==> src/rtl/dma_axiStream_axi4_pkg_t.sv <==
// Register map of the AXI-Stream/AXI4 DMA block plus the shared types of the
// command sequencer that programs it.
package dma_axiStream_axi4_pkg_t;

    localparam logic [3:0] REG_MIN_ADDR  = 4'h0;
    localparam logic [3:0] REG_MAX_ADDR  = 4'h1;
    localparam logic [3:0] REG_DMA_START = 4'h2;
    localparam logic [3:0] REG_DMA_LEN   = 4'h3;
    localparam logic [3:0] REG_DMA_DIR   = 4'h4;
    localparam logic [3:0] REG_DMA_MODE  = 4'h5;
    localparam logic [3:0] REG_CTRL      = 4'h6;
    localparam logic [3:0] REG_STATUS    = 4'h7;

    localparam logic [1:0] CTRL_START = 2'd1;
    localparam logic [1:0] CTRL_STOP  = 2'd2;

    localparam logic [1:0] SEQ_OK      = 2'b00;
    localparam logic [1:0] SEQ_ABORT   = 2'b01;
    localparam logic [1:0] SEQ_TIMEOUT = 2'b10;

    typedef enum logic [3:0] {
        IDLE,
        WR_MIN,
        WR_MAX,
        WR_START,
        WR_LEN,
        WR_DIR,
        WR_MODE,
        WR_CTRL,
        GAP,
        POLL_REQ,
        POLL_CHK,
        ABORT_WR,
        DONE
    } seq_state_t;

    typedef struct packed {
        logic [31:0] min;
        logic [31:0] max;
        logic [31:0] start;
        logic [31:0] len;
        logic        dir;
        logic        mode;
    } dma_desc_t;

    // Register each sequencer state talks to; polling and stop both target CTRL.
    function automatic logic [3:0] reg_addr(seq_state_t s);
        reg_addr = 4'h0;
        case (s)
            WR_MIN:   reg_addr = REG_MIN_ADDR;
            WR_MAX:   reg_addr = REG_MAX_ADDR;
            WR_START: reg_addr = REG_DMA_START;
            WR_LEN:   reg_addr = REG_DMA_LEN;
            WR_DIR:   reg_addr = REG_DMA_DIR;
            WR_MODE:  reg_addr = REG_DMA_MODE;
            WR_CTRL, POLL_REQ, POLL_CHK, ABORT_WR: reg_addr = REG_CTRL;
            default:  reg_addr = 4'h0;
        endcase
    endfunction

endpackage

==> src/rtl/dma_axis_axi4_cmd_seq.sv <==
// Descriptor-driven register initiator for the DMA block: programs, starts, polls, aborts.
// Optional poll timeout is enabled by defining DMA_CMD_SEQ_TIMEOUT_EN.
module dma_axis_axi4_cmd_seq
    import dma_axiStream_axi4_pkg_t::*;
#(
    parameter int REGS_DW     = 32,
    parameter int REGS_AW     = 4,
    parameter int POLL_GAP    = 8,
    parameter int TIMEOUT_CYC = 65535
) (
    input  logic               aclk,
    input  logic               areset,
    input  logic               desc_valid_i,
    output logic               desc_ready_o,
    input  logic [REGS_DW-1:0] desc_min_i,
    input  logic [REGS_DW-1:0] desc_max_i,
    input  logic [REGS_DW-1:0] desc_start_i,
    input  logic [REGS_DW-1:0] desc_len_i,
    input  logic               desc_dir_i,
    input  logic               desc_mode_i,
    input  logic               abort_i,
    output logic               regs_we_o,
    output logic [REGS_AW-1:0] regs_addr_o,
    output logic [REGS_DW-1:0] regs_wdata_o,
    input  logic [REGS_DW-1:0] regs_rdata_i,
    input  logic               regs_rdy_i,
    output logic               busy_o,
    output logic               done_o,
    output logic [1:0]         status_o
);

    localparam int GAP_W = (POLL_GAP > 1) ? $clog2(POLL_GAP) : 1;

    seq_state_t       state;
    seq_state_t       state_next;
    dma_desc_t        desc;
    logic [GAP_W-1:0] gap_cnt;
    logic [1:0]       status_q;
    logic [1:0]       pend_status;
    logic             accept;
    logic             abort_ok;
    logic             timeout_hit;

    assign accept   = desc_valid_i && (state == IDLE);
    assign abort_ok = abort_i && !(state inside {IDLE, DONE, ABORT_WR});

    always_ff @(posedge aclk) begin
        if (areset) state <= IDLE;
        else        state <= state_next;
    end

    // Abort (or timeout) overrides whatever the current state would do, including a write acceptance.
    always_comb begin
        state_next = state;
        if (abort_ok || timeout_hit) begin
            state_next = ABORT_WR;
        end else begin
            case (state)
                IDLE:     if (desc_valid_i) state_next = WR_MIN;
                WR_MIN:   if (regs_rdy_i)   state_next = WR_MAX;
                WR_MAX:   if (regs_rdy_i)   state_next = WR_START;
                WR_START: if (regs_rdy_i)   state_next = WR_LEN;
                WR_LEN:   if (regs_rdy_i)   state_next = WR_DIR;
                WR_DIR:   if (regs_rdy_i)   state_next = WR_MODE;
                WR_MODE:  if (regs_rdy_i)   state_next = WR_CTRL;
                WR_CTRL:  if (regs_rdy_i)   state_next = GAP;
                GAP:      if (gap_cnt == '0) state_next = POLL_REQ;
                POLL_REQ: state_next = POLL_CHK;
                POLL_CHK: state_next = (regs_rdata_i[1:0] == 2'b00) ? DONE : GAP;
                ABORT_WR: state_next = DONE;
                DONE:     state_next = IDLE;
                default:  state_next = IDLE;
            endcase
        end
    end

    always_comb begin
        regs_we_o    = 1'b0;
        regs_addr_o  = REGS_AW'(reg_addr(state));
        regs_wdata_o = '0;
        case (state)
            WR_MIN:   begin regs_we_o = 1'b1; regs_wdata_o = REGS_DW'(desc.min);   end
            WR_MAX:   begin regs_we_o = 1'b1; regs_wdata_o = REGS_DW'(desc.max);   end
            WR_START: begin regs_we_o = 1'b1; regs_wdata_o = REGS_DW'(desc.start); end
            WR_LEN:   begin regs_we_o = 1'b1; regs_wdata_o = REGS_DW'(desc.len);   end
            WR_DIR:   begin regs_we_o = 1'b1; regs_wdata_o = REGS_DW'(desc.dir);   end
            WR_MODE:  begin regs_we_o = 1'b1; regs_wdata_o = REGS_DW'(desc.mode);  end
            WR_CTRL:  begin regs_we_o = 1'b1; regs_wdata_o = REGS_DW'(CTRL_START); end
            ABORT_WR: begin regs_we_o = 1'b1; regs_wdata_o = REGS_DW'(CTRL_STOP);  end
            default:  ;
        endcase
        desc_ready_o = (state == IDLE);
        busy_o       = (state != IDLE);
        done_o       = (state == DONE);
    end

    assign status_o = status_q;

    // Descriptor fields deliberately survive reset; only the sequencing state is cleared.
    always_ff @(posedge aclk) begin
        if (accept) begin
            desc.min   <= 32'(desc_min_i);
            desc.max   <= 32'(desc_max_i);
            desc.start <= 32'(desc_start_i);
            desc.len   <= 32'(desc_len_i);
            desc.dir   <= desc_dir_i;
            desc.mode  <= desc_mode_i;
        end
    end

    always_ff @(posedge aclk) begin
        if (areset) begin
            gap_cnt <= '0;
        end else if (state_next == GAP && state != GAP) begin
            gap_cnt <= GAP_W'(POLL_GAP - 1);
        end else if (state == GAP && gap_cnt != '0) begin
            gap_cnt <= gap_cnt - 1'b1;
        end
    end

    // The abort cause is latched on entry to ABORT_WR and published when DONE is entered.
    always_ff @(posedge aclk) begin
        if (areset) begin
            status_q    <= SEQ_OK;
            pend_status <= SEQ_OK;
        end else begin
            if (accept) status_q <= SEQ_OK;
            if (state_next == ABORT_WR && state != ABORT_WR)
                pend_status <= abort_ok ? SEQ_ABORT : SEQ_TIMEOUT;
            if (state_next == DONE)
                status_q <= (state == ABORT_WR) ? pend_status : SEQ_OK;
        end
    end

`ifdef DMA_CMD_SEQ_TIMEOUT_EN
    logic        poll_phase;
    logic [31:0] to_cnt;
    logic        unused_rdata;

    assign poll_phase   = state inside {GAP, POLL_REQ, POLL_CHK};
    assign timeout_hit  = poll_phase && (to_cnt >= 32'(TIMEOUT_CYC));
    assign unused_rdata = ^regs_rdata_i[REGS_DW-1:2];

    always_ff @(posedge aclk) begin
        if (areset)               to_cnt <= '0;
        else if (state == WR_CTRL) to_cnt <= '0;
        else if (poll_phase)       to_cnt <= to_cnt + 32'd1;
    end
`else
    logic unused_cfg;

    assign timeout_hit = 1'b0;
    assign unused_cfg  = ^{regs_rdata_i[REGS_DW-1:2], TIMEOUT_CYC[0]};
`endif

endmodule

==> config.mk <==
export PLATFORM = sky130hd
export DESIGN_NAME = dma_axis_axi4_cmd_seq
export DESIGN_NICKNAME = d
export VERILOG_FILES = /design/src/rtl/dma_axiStream_axi4_pkg_t.sv /design/src/rtl/dma_axis_axi4_cmd_seq.sv
export SDC_FILE = /design/constraint.sdc
export NUM_CORES = 1
export LEC_CHECK = 0
export ABC_CLOCK_PERIOD_IN_PS = 5410
export BUFFER_PORTS_ARGS = -buffer_cell sky130_fd_sc_hd__buf_2
export CAP_MARGIN = 20
export CORE_ASPECT_RATIO = 0.6
export CORE_MARGIN = 2
export CORE_UTILIZATION = 41
export DETAILED_ROUTE_END_ITERATION = 6
export MAX_ROUTING_LAYER = met4
export PLACE_DENSITY = 0.71
export REMOVE_ABC_BUFFERS = 1
export SYNTH_ARGS = -nofsm -noshare
export SYNTH_HDL_FRONTEND = slang
export SYNTH_SLANG_ARGS = --single-unit
==> constraint.sdc <==
create_clock -name aclk -period 5.41 [get_ports aclk]
set_clock_uncertainty 0.05 [all_clocks]
set_input_delay 0 -clock aclk [delete_from_list [all_inputs] [get_ports aclk]]
set_output_delay 0 -clock aclk [all_outputs]
set_load 0.03 [all_outputs]
==> out/qor.json, run 1 <==
{
  "timing.max_slew.rel_slack": {"value": 32.6, "unit": "%"},
  "combPwrFrac": {"value": 27.5, "unit": "%"},
  "synth-async-reset-ratio": {"value": 0, "unit": "%"},
  "num_antenna_cells": {"value": 0},
  "postLayoutCellArea": {"value": 8580, "unit": "µm²"},
  "number_of_setup_violations_in_the_final_report": {"value": 0},
  "synthDominantAreaCellType": {"value": "edfxtp_1"},
  "timing.reg2reg.worst_path_depth": {"value": 4},
  "clock_power_share": {"value": 30.9, "unit": "%"},
  "clock-root-buffer": {"value": "clkbuf_16"},
  "drt_pass1_iterations": {"value": 5},
  "finalWirelength": {"value": 15500, "unit": "µm"},
  "power_density": {"value": 446, "unit": "nW/µm²"},
  "yosys_warnings": {"value": 0},
  "sequential_area_share_after_synthesis": {"value": 74.9, "unit": "%"},
  "average_detailed_routed_wire_length_per_instance": {"value": 18.0, "unit": "µm"},
  "floorplan.die_area": {"value": 14600, "unit": "µm²"},
  "ctsHtreeMaxLevel": {"value": 4},
  "switching_share": {"value": 32.8, "unit": "%"},
  "synth-edff-count": {"value": 130},
  "outcome": {"value": "complete, no violations"},
  "port_buffers": {"value": 177},
  "internal-power": {"value": 2.57, "unit": "mW"},
  "final_wtd_congestion": {"value": 0.828},
  "drt_iter0_drc": {"value": 406},
  "commonest_non_fill_non_tap_cell_in_the_layout": {"value": "buf_2"},
  "worst-path-max-fanout": {"value": 22},
  "layout.filler_cells": {"value": 916},
  "drv_slew": {"value": 0},
  "clock_latency": {"value": 410, "unit": "ps"},
  "placedInstanceArea": {"value": 6670, "unit": "µm²"},
  "rsz0062_at_grt": {"value": "no"},
  "cts_post_setup_buffers_inserted": {"value": 0},
  "synth-seq-cells": {"value": 144},
  "mappedNetlistArea": {"value": 5590, "unit": "µm²"},
  "drive_above_1_share": {"value": 32.8, "unit": "%"},
  "number_of_buffers_created_by_cts": {"value": 17},
  "final_cell_mix": {"value": "177 x buf_2, 131 x dlygate4sd3_1, 130 x edfxtp_1"},
  "hold_path.class": {"value": "input pin to flip-flop"},
  "leakagePower": {"value": 3.50, "unit": "nW"},
  "grt_overflow": {"value": 0},
  "synth_largest_type_area_fraction": {"value": 69.9, "unit": "%"},
  "antenna_found_initial": {"value": 0},
  "hold_path_startpoint": {"value": "abort_i"},
  "clock_sinks": {"value": 144},
  "core.rowCount": {"value": 32},
  "drtAntennaViolNets": {"value": 0},
  "yosys.cell_types.count": {"value": 45},
  "critical_path_required": {"value": 5360, "unit": "ps"},
  "post_synth_inst_count": {"value": 365},
  "dp_slack": {"value": 2640, "unit": "ps"},
  "finalPower": {"value": 3.83, "unit": "mW"},
  "clk_pin_slew_worst_paths": {"value": 60, "unit": "ps"},
  "hold_path_depth": {"value": 4},
  "grt_pass1_vias": {"value": 4641},
  "critPathKind": {"value": "flip-flop to output port"},
  "share_of_the_clock_period_used_by_the_worst_path_after_layout": {"value": 57.0, "unit": "%"},
  "worst_vdd_rail_ir_drop": {"value": 0.000213, "unit": "V"},
  "grt_first_pass_wirelength": {"value": 23900, "unit": "µm"},
  "switching_power": {"value": 1.25, "unit": "mW"},
  "yosys_most_used_dff": {"value": "edfxtp_1"},
  "reg2reg_from": {"value": "state[0]"},
  "finish.utilization": {"value": 65.8, "unit": "%"},
  "via_per_inst": {"value": 5.10},
  "cp-startpoint": {"value": "state[0]"},
  "die_span_in_x": {"value": 155, "unit": "µm"},
  "cap_viol_max_count": {"value": 0},
  "dieHeight": {"value": 94.4, "unit": "µm"},
  "setup-tns-final": {"value": 0, "unit": "ps"},
  "critical_path_startpoint_category": {"value": "flip-flop"},
  "drt_drc_violations_left": {"value": 0},
  "setup.worst_path.end_class": {"value": "output port"},
  "post-route-worst-setup-slack": {"value": 2330, "unit": "ps"},
  "cts-resized-gates": {"value": 0},
  "synthTopCellsByArea": {"value": "edfxtp_1 70%, a22oi_1 8.3%, dfxtp_1 5.0%, nand2_1 2.6%, ha_1 1.3%"},
  "syn_area_per_cell": {"value": 15.3, "unit": "µm²"},
  "hold_viol": {"value": 0},
  "final.min_clock_period": {"value": 3080, "unit": "ps"},
  "arrival_time_at_the_worst_endpoint": {"value": 3030, "unit": "ps"},
  "dpl.hpwl": {"value": 8850, "unit": "µm"},
  "pwr-share-seq": {"value": 41.6, "unit": "%"},
  "gr-usage-all-layers": {"value": 22.3, "unit": "%"},
  "cts_tree": {"value": "built"},
  "via_count_of_the_routed_design": {"value": 4396},
  "area_growth_syn_to_layout": {"value": 53.7, "unit": "%"},
  "ios": {"value": 209},
  "clk_path_buf_depth": {"value": 2},
  "initial_core_util": {"value": 42.8, "unit": "%"},
  "worst-slew-pin-transition": {"value": 1010, "unit": "ps"},
  "core": {"value": 13100, "unit": "µm²"},
  "fin_nets": {"value": 852},
  "grt_start_max_net_pins": {"value": 54},
  "max_freq": {"value": 324, "unit": "MHz"}
}
registers in the layout, indices dropped and copies added, names as in the netlist:
name / count
desc: 130
regs_addr_o: 3
gap_cnt: 3
state: 4
status_o: 2
pend_status: 2
cell families after synthesis:
logic type      share of synthesized area [%]
other cells                            0.0671
buf+inv                                  2.73
fa+ha+maj                                1.34
xor+xnor                                0.314
compound gates                           13.6
simple gates                             6.68
mux                                     0.358
flops                                    74.9
final timing paths:
kind	endpoint	slack, ps
max reg2reg	desc[81]	2690
min	pend_status[0]	80
min reg2reg	pend_status[0]	400
max	regs_wdata_o[4]	2330
layout make-up:
cell class	count	area (µm²)	area share, %
clock buffer	19	433	5.04
clock inverter	13	163	1.89
inverter	10	37.5	0.437
sequential	144	4180	48.7
timing repair buffer	317	2280	26.5
tap	170	213	2.48
multi-input combinational	189	1280	14.9
through the flow:
step / instances / hold WS (ps)
2_1_floorplan: 343 / 19.1
3_3_place_gp: 697 / 126
3_5_place_dp: 698 / 128
4_1_cts: 861 / 60.1
5_1_grt: 862 / 94.4
6_report: 862 / 79.3
critical path, cell delays in order (launching register included):
cell and delay [ps]:
dfxtp_1 860, nor4b_4 950, buf_4 390, a22oi_1 100
nand2_1 90, buf_2 200
cell usage after synthesis (all sizes together) (2+ instances only):
master and n:
a21o 2, a21oi 8, a22o 2, a22oi 62, a32o 3, buf 15
clkbuf 7, dfxtp 14, edfxtp 130, ha 6, inv 10, mux2i 2
nand2 39, nand2b 6, nand3 2, nor2 12, nor3 6, nor4 3
o211a 3, o21a 2, o21ai 8, o22ai 5, xnor2 2
metal layers:
metal | wire length (µm) | up-vias | track usage, %
met3 | 999 | 12 | 4.73
met2 | 7730 | 204 | 38.6
li1 | - | 2058 | -
met5 | 0 | - | -
met1 | 6620 | 2122 | 26.8
met4 | 130 | 0 | 6.56
what timing repair did:
action / CTS / global route
hold buffers: 131 / 0
setup endpoints to repair: 0 / 0
endpoints found under the hold margin: 139 / 0
power by group through the flow:
stage	clock (mW)	combinational (mW)	sequential (mW)
finish	1.18	1.05	1.59
CTS	1.20	1.04	1.59
global route	1.25	1.14	1.62
global placement	0	0.943	1.60
floorplan	0	0.631	1.62
detailed placement	0	0.967	1.61
Power figures use the tool's default switching activity.
==> run 2, diff against run 1 <==
ABC_CLOCK_PERIOD_IN_PS = 3000   (was 5410)
clock period = 3 ns   (was 5.41 ns; I/O delays follow)
==> out/qor.json, run 2 (synthesized netlist as in run 1, its figures left out) <==
{
  "critPathKind": {"value": "flip-flop to output port"},
  "rsz0062_at_grt": {"value": "no"},
  "worst-slew-pin-transition": {"value": 747, "unit": "ps", "change": "-260 ps"},
  "dieHeight": {"value": 94.4, "unit": "µm", "change": "unchanged"},
  "setup-tns-final": {"value": 0, "unit": "ps", "change": "unchanged"},
  "critical_path_startpoint_category": {"value": "flip-flop"},
  "max_freq": {"value": 392, "unit": "MHz"},
  "drt_pass1_iterations": {"value": 4, "change": "-1"},
  "largest_register": {"value": "desc"},
  "worst_vdd_rail_ir_drop": {"value": 0.000382, "unit": "V", "change": "+80%"},
  "worstHoldEndpoint": {"value": "desc[35]"},
  "floorplan.die_area": {"value": 14600, "unit": "µm²", "change": "unchanged"},
  "clock_sinks": {"value": 144, "change": "unchanged"},
  "grt_start_max_net_pins": {"value": 57, "change": "+5.6%"},
  "hold_path.class": {"value": "input pin to flip-flop"},
  "fin_nets": {"value": 855, "change": "+0.35%"},
  "rr_endpoint": {"value": "regs_addr_o[1]"},
  "setup.worst_path.end_class": {"value": "output port"},
  "via_per_inst": {"value": 5.10, "change": "about the same"},
  "average_detailed_routed_wire_length_per_instance": {"value": 18.3, "unit": "µm", "change": "+1.8%"},
  "grt_first_pass_wirelength": {"value": 24200, "unit": "µm", "change": "+1.0%"},
  "clock_latency": {"value": 410, "unit": "ps", "change": "about the same"},
  "number_of_setup_violations_in_the_final_report": {"value": 0, "change": "unchanged"},
  "clk_path_buf_depth": {"value": 2, "change": "unchanged"},
  "power_density": {"value": 791, "unit": "nW/µm²", "change": "+77%"},
  "pwr-share-seq": {"value": 42.1, "unit": "%", "change": "+0.5 points"},
  "hold_path_depth": {"value": 2, "change": "-2"},
  "finish.utilization": {"value": 65.7, "unit": "%", "change": "-0.11 points"},
  "hold_path_startpoint": {"value": "desc_valid_i"},
  "finalWirelength": {"value": 15800, "unit": "µm", "change": "+2.1%"},
  "ios": {"value": 209, "change": "unchanged"},
  "hold_viol": {"value": 0, "change": "unchanged"},
  "share_of_the_clock_period_used_by_the_worst_path_after_layout": {"value": 85.1, "unit": "%"},
  "via_count_of_the_routed_design": {"value": 4414, "change": "+0.41%"},
  "core.rowCount": {"value": 32, "change": "unchanged"},
  "dpl.hpwl": {"value": 9170, "unit": "µm", "change": "+3.7%"},
  "number_of_buffers_created_by_cts": {"value": 17, "change": "unchanged"},
  "largestRegisters": {"value": "desc: 130 flops, state: 4 flops"},
  "timing.reg2reg.worst_path_depth": {"value": 8, "change": "+4"},
  "gr-usage-all-layers": {"value": 22.8, "unit": "%", "change": "+0.51 points"},
  "area_growth_syn_to_layout": {"value": 53.4, "unit": "%"},
  "grt_pass1_vias": {"value": 4635, "change": "-0.13%"},
  "core": {"value": 13100, "unit": "µm²", "change": "unchanged"},
  "drive_above_1_share": {"value": 32.9, "unit": "%", "change": "+0.15 points"},
  "leakagePower": {"value": 3.49, "unit": "nW", "change": "-0.28%"},
  "outcome": {"value": "complete, no violations"},
  "cp-startpoint": {"value": "state[1]"},
  "die_span_in_x": {"value": 155, "unit": "µm", "change": "unchanged"},
  "cts_post_setup_buffers_inserted": {"value": 0, "change": "unchanged"},
  "timing.max_slew.rel_slack": {"value": 50.2, "unit": "%", "change": "+18 points"},
  "cts_tree": {"value": "built"},
  "cts-resized-gates": {"value": 0, "change": "unchanged"},
  "commonest_non_fill_non_tap_cell_in_the_layout": {"value": "buf_2"},
  "internal-power": {"value": 4.49, "unit": "mW", "change": "+75%"},
  "cap_viol_max_count": {"value": 0, "change": "unchanged"},
  "initial_core_util": {"value": 42.8, "unit": "%", "change": "unchanged"},
  "final_wtd_congestion": {"value": 0.884, "change": "+6.7%"},
  "num_antenna_cells": {"value": 0, "change": "unchanged"},
  "drtAntennaViolNets": {"value": 0, "change": "unchanged"},
  "worst-r2r-setup-slack": {"value": 530, "unit": "ps", "change": "-2160 ps"},
  "final_cell_mix": {"value": "177 x buf_2, 131 x dlygate4sd3_1, 130 x edfxtp_1"},
  "ctsHtreeMaxLevel": {"value": 4, "change": "unchanged"},
  "drt_iter0_drc": {"value": 410, "change": "+0.99%"},
  "final.min_clock_period": {"value": 2550, "unit": "ps"},
  "switching_power": {"value": 2.29, "unit": "mW", "change": "+82%"},
  "antenna_found_initial": {"value": 0, "change": "unchanged"},
  "port_buffers": {"value": 177, "change": "unchanged"},
  "combPwrFrac": {"value": 29.1, "unit": "%", "change": "+1.6 points"},
  "arrival_time_at_the_worst_endpoint": {"value": 2500, "unit": "ps", "change": "-530 ps"},
  "worst-path-max-fanout": {"value": 20, "change": "-9.1%"},
  "grt_overflow": {"value": 0, "change": "unchanged"},
  "critical_path_required": {"value": 2950, "unit": "ps", "change": "-2410 ps"},
  "switching_share": {"value": 33.7, "unit": "%", "change": "+0.96 points"},
  "clock_power_share": {"value": 28.9, "unit": "%", "change": "-2.0 points"},
  "dpl.cell_count": {"value": 702, "change": "+0.57%"},
  "clock-root-buffer": {"value": "clkbuf_16"},
  "reg2reg_from": {"value": "state[1]"},
  "flip_flop_count_of_the_largest_register_all_copies_and_words_added": {"value": 130, "change": "unchanged"},
  "clk_pin_slew_worst_paths": {"value": 60, "unit": "ps", "change": "about the same"},
  "drv_slew": {"value": 0, "change": "unchanged"},
  "layoutNonFillerInstCount": {"value": 865, "change": "+0.35%"},
  "drt_drc_violations_left": {"value": 0, "change": "unchanged"}
}
run 2: cell type report:
cell class | instances | area [µm²]
Inverter | 10 | 37.5
Clock buffer | 18 | 429
Timing Repair Buffer | 320 | 2310
Tap cell | 170 | 213
Sequential cell | 144 | 4180
Multi-Input combinational cell | 189 | 1280
Clock inverter | 14 | 116
Fill cell | 937 | 4480
run 2: how the worst max path moves through the flow:
stage / slack, ps / endpoint
after floorplan: -2040 / status_o[1]
after detailed placement: 590 / regs_addr_o[1]
final: 450 / regs_wdata_o[1]
after global placement: 680 / regs_addr_o[1]
after global routing: 280 / regs_wdata_o[1]
after CTS: 490 / regs_wdata_o[1]
run 2: repair_timing:
item                                    in CTS  in global routing
endpoints found under the setup margin       0                  0
hold endpoints to repair                   139                  0
hold buffers                               131                  0
run 2: worst max-delay path, stage by stage (launching register included):
cell      delay, ps
dfxtp_1         800
inv_1           230
nor4_4          240
buf_4           320
a222oi_1        140
o21ai_0         110
buf_2           240
run 2: power by group through the flow:
stage / Clock (mW) / Sequential, mW / Combinational [mW]
CTS: 1.98 / 2.84 / 1.96
detailed placement: 0 / 2.88 / 1.82
floorplan: 0 / 2.92 / 1.14
finish: 1.96 / 2.85 / 1.97
global route: 2.09 / 2.88 / 2.13
global placement: 0 / 2.86 / 1.77
run 2: per-layer routing:
metal / wire, µm / global-route usage (%)
met5: 0 / -
met4: 195 / 7.25
met3: 1050 / 5.28
met2: 7880 / 39.3
met1: 6700 / 27.1
run 2: stage by stage:
step | total power, mW | setup slack (ps) | hold slack [ps] | instance area [µm²]
floorplan | 4.06 | -2040 | 19.1 | 5470
global placement | 4.63 | 676 | 126 | 6710
detailed placement | 4.70 | 586 | 128 | 6710
CTS | 6.78 | 494 | 87.8 | 8570
global route | 7.10 | 283 | 117 | 8570
finish | 6.78 | 447 | 114 | 8570
==> run 3, diff against run 2 <==
ABC_AREA = 1   (was unset)
PLACE_DENSITY = 0.7   (was 0.71)
==> out/qor.json, run 3 <==
{
  "finalPower": {"value": 6.85, "unit": "mW", "change": "+1.1%"},
  "clk_path_buf_depth": {"value": 2, "change": "unchanged"},
  "yosys_warnings": {"value": 0, "change": "unchanged"},
  "gr-usage-all-layers": {"value": 23.5, "unit": "%", "change": "+0.63 points"},
  "clock-root-buffer": {"value": "clkbuf_16"},
  "drt_pass1_iterations": {"value": 5, "change": "+1"},
  "die_span_in_x": {"value": 156, "unit": "µm", "change": "+0.97%"},
  "drv_slew": {"value": 0, "change": "unchanged"},
  "synthDominantAreaCellType": {"value": "edfxtp_1"},
  "via_per_inst": {"value": 4.98, "change": "-2.4%"},
  "postLayoutCellArea": {"value": 8780, "unit": "µm²", "change": "+2.5%"},
  "placedInstanceArea": {"value": 6820, "unit": "µm²", "change": "+1.6%"},
  "synthTopCellsByArea": {"value": "edfxtp_1 69%, nand3_1 6.6%, nand2_1 6.0%, dfxtp_1 4.9%, nand4_1 3.4%"},
  "ios": {"value": 209, "change": "unchanged"},
  "area_growth_syn_to_layout": {"value": 54.2, "unit": "%"},
  "clock_latency": {"value": 400, "unit": "ps", "change": "about the same"},
  "via_count_of_the_routed_design": {"value": 4756, "change": "+7.7%"},
  "core.rowCount": {"value": 33, "change": "+3.1%"},
  "critical_path_required": {"value": 2950, "unit": "ps", "change": "about the same"},
  "dp_slack": {"value": 835, "unit": "ps", "change": "+249 ps"},
  "synth-seq-cells": {"value": 144, "change": "unchanged"},
  "cts_tree": {"value": "built"},
  "sequential_area_share_after_synthesis": {"value": 73.4, "unit": "%", "change": "-1.5 points"},
  "arrival_time_at_the_worst_endpoint": {"value": 2550, "unit": "ps", "change": "+50 ps"},
  "final_wtd_congestion": {"value": 0.812, "change": "-8.1%"},
  "grt_first_pass_wirelength": {"value": 25100, "unit": "µm", "change": "+4.0%"},
  "mappedNetlistArea": {"value": 5700, "unit": "µm²", "change": "+2.0%"},
  "max_freq": {"value": 385, "unit": "MHz", "change": "-1.8%"},
  "dieHeight": {"value": 95.3, "unit": "µm", "change": "+0.95%"},
  "synth-edff-count": {"value": 130, "change": "unchanged"},
  "flip_flop_count_of_the_largest_register_all_copies_and_words_added": {"value": 130, "change": "unchanged"},
  "hold_path.class": {"value": "input pin to flip-flop"},
  "yosys_most_used_dff": {"value": "edfxtp_1"},
  "layoutNonFillerInstCount": {"value": 955, "change": "+10%"},
  "finish.utilization": {"value": 64.5, "unit": "%", "change": "-1.2 points"},
  "core": {"value": 13600, "unit": "µm²", "change": "+4.4%"},
  "clk_pin_slew_worst_paths": {"value": 60, "unit": "ps", "change": "about the same"},
  "post_synth_inst_count": {"value": 449, "change": "+23%"},
  "worst-slew-pin-transition": {"value": 829, "unit": "ps", "change": "+82.3 ps"},
  "grt_start_max_net_pins": {"value": 67, "change": "+18%"},
  "dpl.cell_count": {"value": 791, "change": "+13%"},
  "grt_pass1_vias": {"value": 5005, "change": "+8.0%"},
  "finalWirelength": {"value": 16700, "unit": "µm", "change": "+5.6%"},
  "synth_common_cells": {"value": "130 x edfxtp_1, 91 x nand2_1, 75 x nand3_1"},
  "dpl.hpwl": {"value": 9610, "unit": "µm", "change": "+4.7%"},
  "fin_hold_ws": {"value": 105, "unit": "ps", "change": "-9.21 ps"},
  "setup.worst_path.end_class": {"value": "output port"},
  "commonest_non_fill_non_tap_cell_in_the_layout": {"value": "buf_2"},
  "largest_register": {"value": "desc"},
  "initial_core_util": {"value": 41.8, "unit": "%", "change": "-0.98 points"},
  "drive_above_1_share": {"value": 31.7, "unit": "%", "change": "-1.3 points"},
  "floorplan.die_area": {"value": 14900, "unit": "µm²", "change": "+1.9%"},
  "fin_nets": {"value": 941, "change": "+10%"},
  "critPathKind": {"value": "flip-flop to output port"},
  "post-route-worst-setup-slack": {"value": 402, "unit": "ps", "change": "-45.5 ps"},
  "hold_viol": {"value": 0, "change": "unchanged"},
  "number_of_setup_violations_in_the_final_report": {"value": 0, "change": "unchanged"},
  "worst-r2r-setup-slack": {"value": 880, "unit": "ps", "change": "+350 ps"},
  "timing.max_slew.rel_slack": {"value": 44.7, "unit": "%", "change": "-5.5 points"},
  "average_detailed_routed_wire_length_per_instance": {"value": 17.5, "unit": "µm", "change": "-4.4%"},
  "grt_overflow": {"value": 0, "change": "unchanged"},
  "rsz0062_at_grt": {"value": "no"},
  "num_antenna_cells": {"value": 0, "change": "unchanged"},
  "cap_viol_max_count": {"value": 0, "change": "unchanged"},
  "share_of_the_clock_period_used_by_the_worst_path_after_layout": {"value": 86.6, "unit": "%", "change": "+1.5 points"},
  "clock_sinks": {"value": 144, "change": "unchanged"},
  "cts_post_setup_buffers_inserted": {"value": 0, "change": "unchanged"},
  "number_of_buffers_created_by_cts": {"value": 17, "change": "unchanged"},
  "critical_path_startpoint_category": {"value": "flip-flop"},
  "largestRegisters": {"value": "desc: 130 flops, state: 4 flops"},
  "drtAntennaViolNets": {"value": 0, "change": "unchanged"},
  "power_density": {"value": 780, "unit": "nW/µm²", "change": "-1.3%"},
  "syn_area_per_cell": {"value": 12.7, "unit": "µm²", "change": "-17%"},
  "layout.filler_cells": {"value": 993, "change": "+6.0%"},
  "antenna_found_initial": {"value": 0, "change": "unchanged"},
  "port_buffers": {"value": 177, "change": "unchanged"},
  "outcome": {"value": "complete, no violations"},
  "worst_vdd_rail_ir_drop": {"value": 0.000321, "unit": "V", "change": "-16%"},
  "leakagePower": {"value": 3.63, "unit": "nW", "change": "+4.2%"},
  "final.min_clock_period": {"value": 2600, "unit": "ps", "change": "+45.5 ps"},
  "synth-async-reset-ratio": {"value": 0, "unit": "%", "change": "unchanged"},
  "synth.most_common_cell": {"value": "edfxtp_1"},
  "drt_iter0_drc": {"value": 314, "change": "-23%"},
  "drt_drc_violations_left": {"value": 0, "change": "unchanged"},
  "worst-path-max-fanout": {"value": 66, "change": "+230%"},
  "cts-resized-gates": {"value": 0, "change": "unchanged"},
  "ctsHtreeMaxLevel": {"value": 4, "change": "unchanged"},
  "synth_largest_type_area_fraction": {"value": 68.5, "unit": "%", "change": "-1.4 points"},
  "final_cell_mix": {"value": "177 x buf_2, 133 x dlygate4sd3_1, 130 x edfxtp_1"},
  "yosys.cell_types.count": {"value": 30, "change": "-33%"},
  "setup-tns-final": {"value": 0, "unit": "ps", "change": "unchanged"}
}
run 3: critical path, stage by stage (launching register included):
cell and delay (ps):
dfxtp_1 390, nor2_4 160, buf_4 610, nand2_1 110, inv_1 90, buf_4 280, nand2_1 120, nand4_1 140
buf_2 220
run 3: metal layers:
metal | part of all wire [%] | GRT usage (%) | vias up
li1 | - | - | 2247
met1 | 43 | 27.3 | 2273
met2 | 49 | 40.7 | 217
met3 | 7.1 | 6.27 | 19
met4 | 1.1 | 6.57 | 0
met5 | 0 | - | -
run 3: final timing paths:
path | startpoint | endpoint | cells after the start
hold / removal | regs_rdata_i[0] | state[2] | 6
hold reg to reg | pend_status[1] | pend_status[1] | 2
setup reg to reg | state[0] | desc[35] | 6
setup / recovery | state[3] | regs_wdata_o[6] | 8
run 3: cells by family after synthesis:
group / share of synthesized area (%)
and+or+nand+nor: 19.2
DFF: 73.4
buffers and inverters: 3.95
AOI/OAI and AO/OA: 1.84
adders and majority gates: 1.32
xor gates and xnor gates: 0.154
other: 0.0658
run 3: final cells by class:
| class | instances | area [µm²] | share of cell area [%] |
|---|---|---|---|
| clock buffer | 17 | 425 | 4.84 |
| clock inverter | 14 | 204 | 2.32 |
| inverter | 30 | 116 | 1.32 |
| multi-input combinational | 252 | 1290 | 14.7 |
| sequential | 144 | 4180 | 47.6 |
| tap | 175 | 219 | 2.49 |
| timing repair buffer | 323 | 2340 | 26.6 |
run 3: repair_timing:
action                                  in CTS  in global routing
hold endpoints to repair                   139                  0
hold buffers                               133                  0
endpoints found under the setup margin       0                  0
run 3: power by group:
part	switching [mW]	total [mW]	leakage, nW	internal [mW]
sequential	0.120	2.71	1.32	2.59
clock	0.853	2.26	0.303	1.41
combinational	1.28	1.88	2.01	0.606
total	2.25	6.85	3.63	4.60
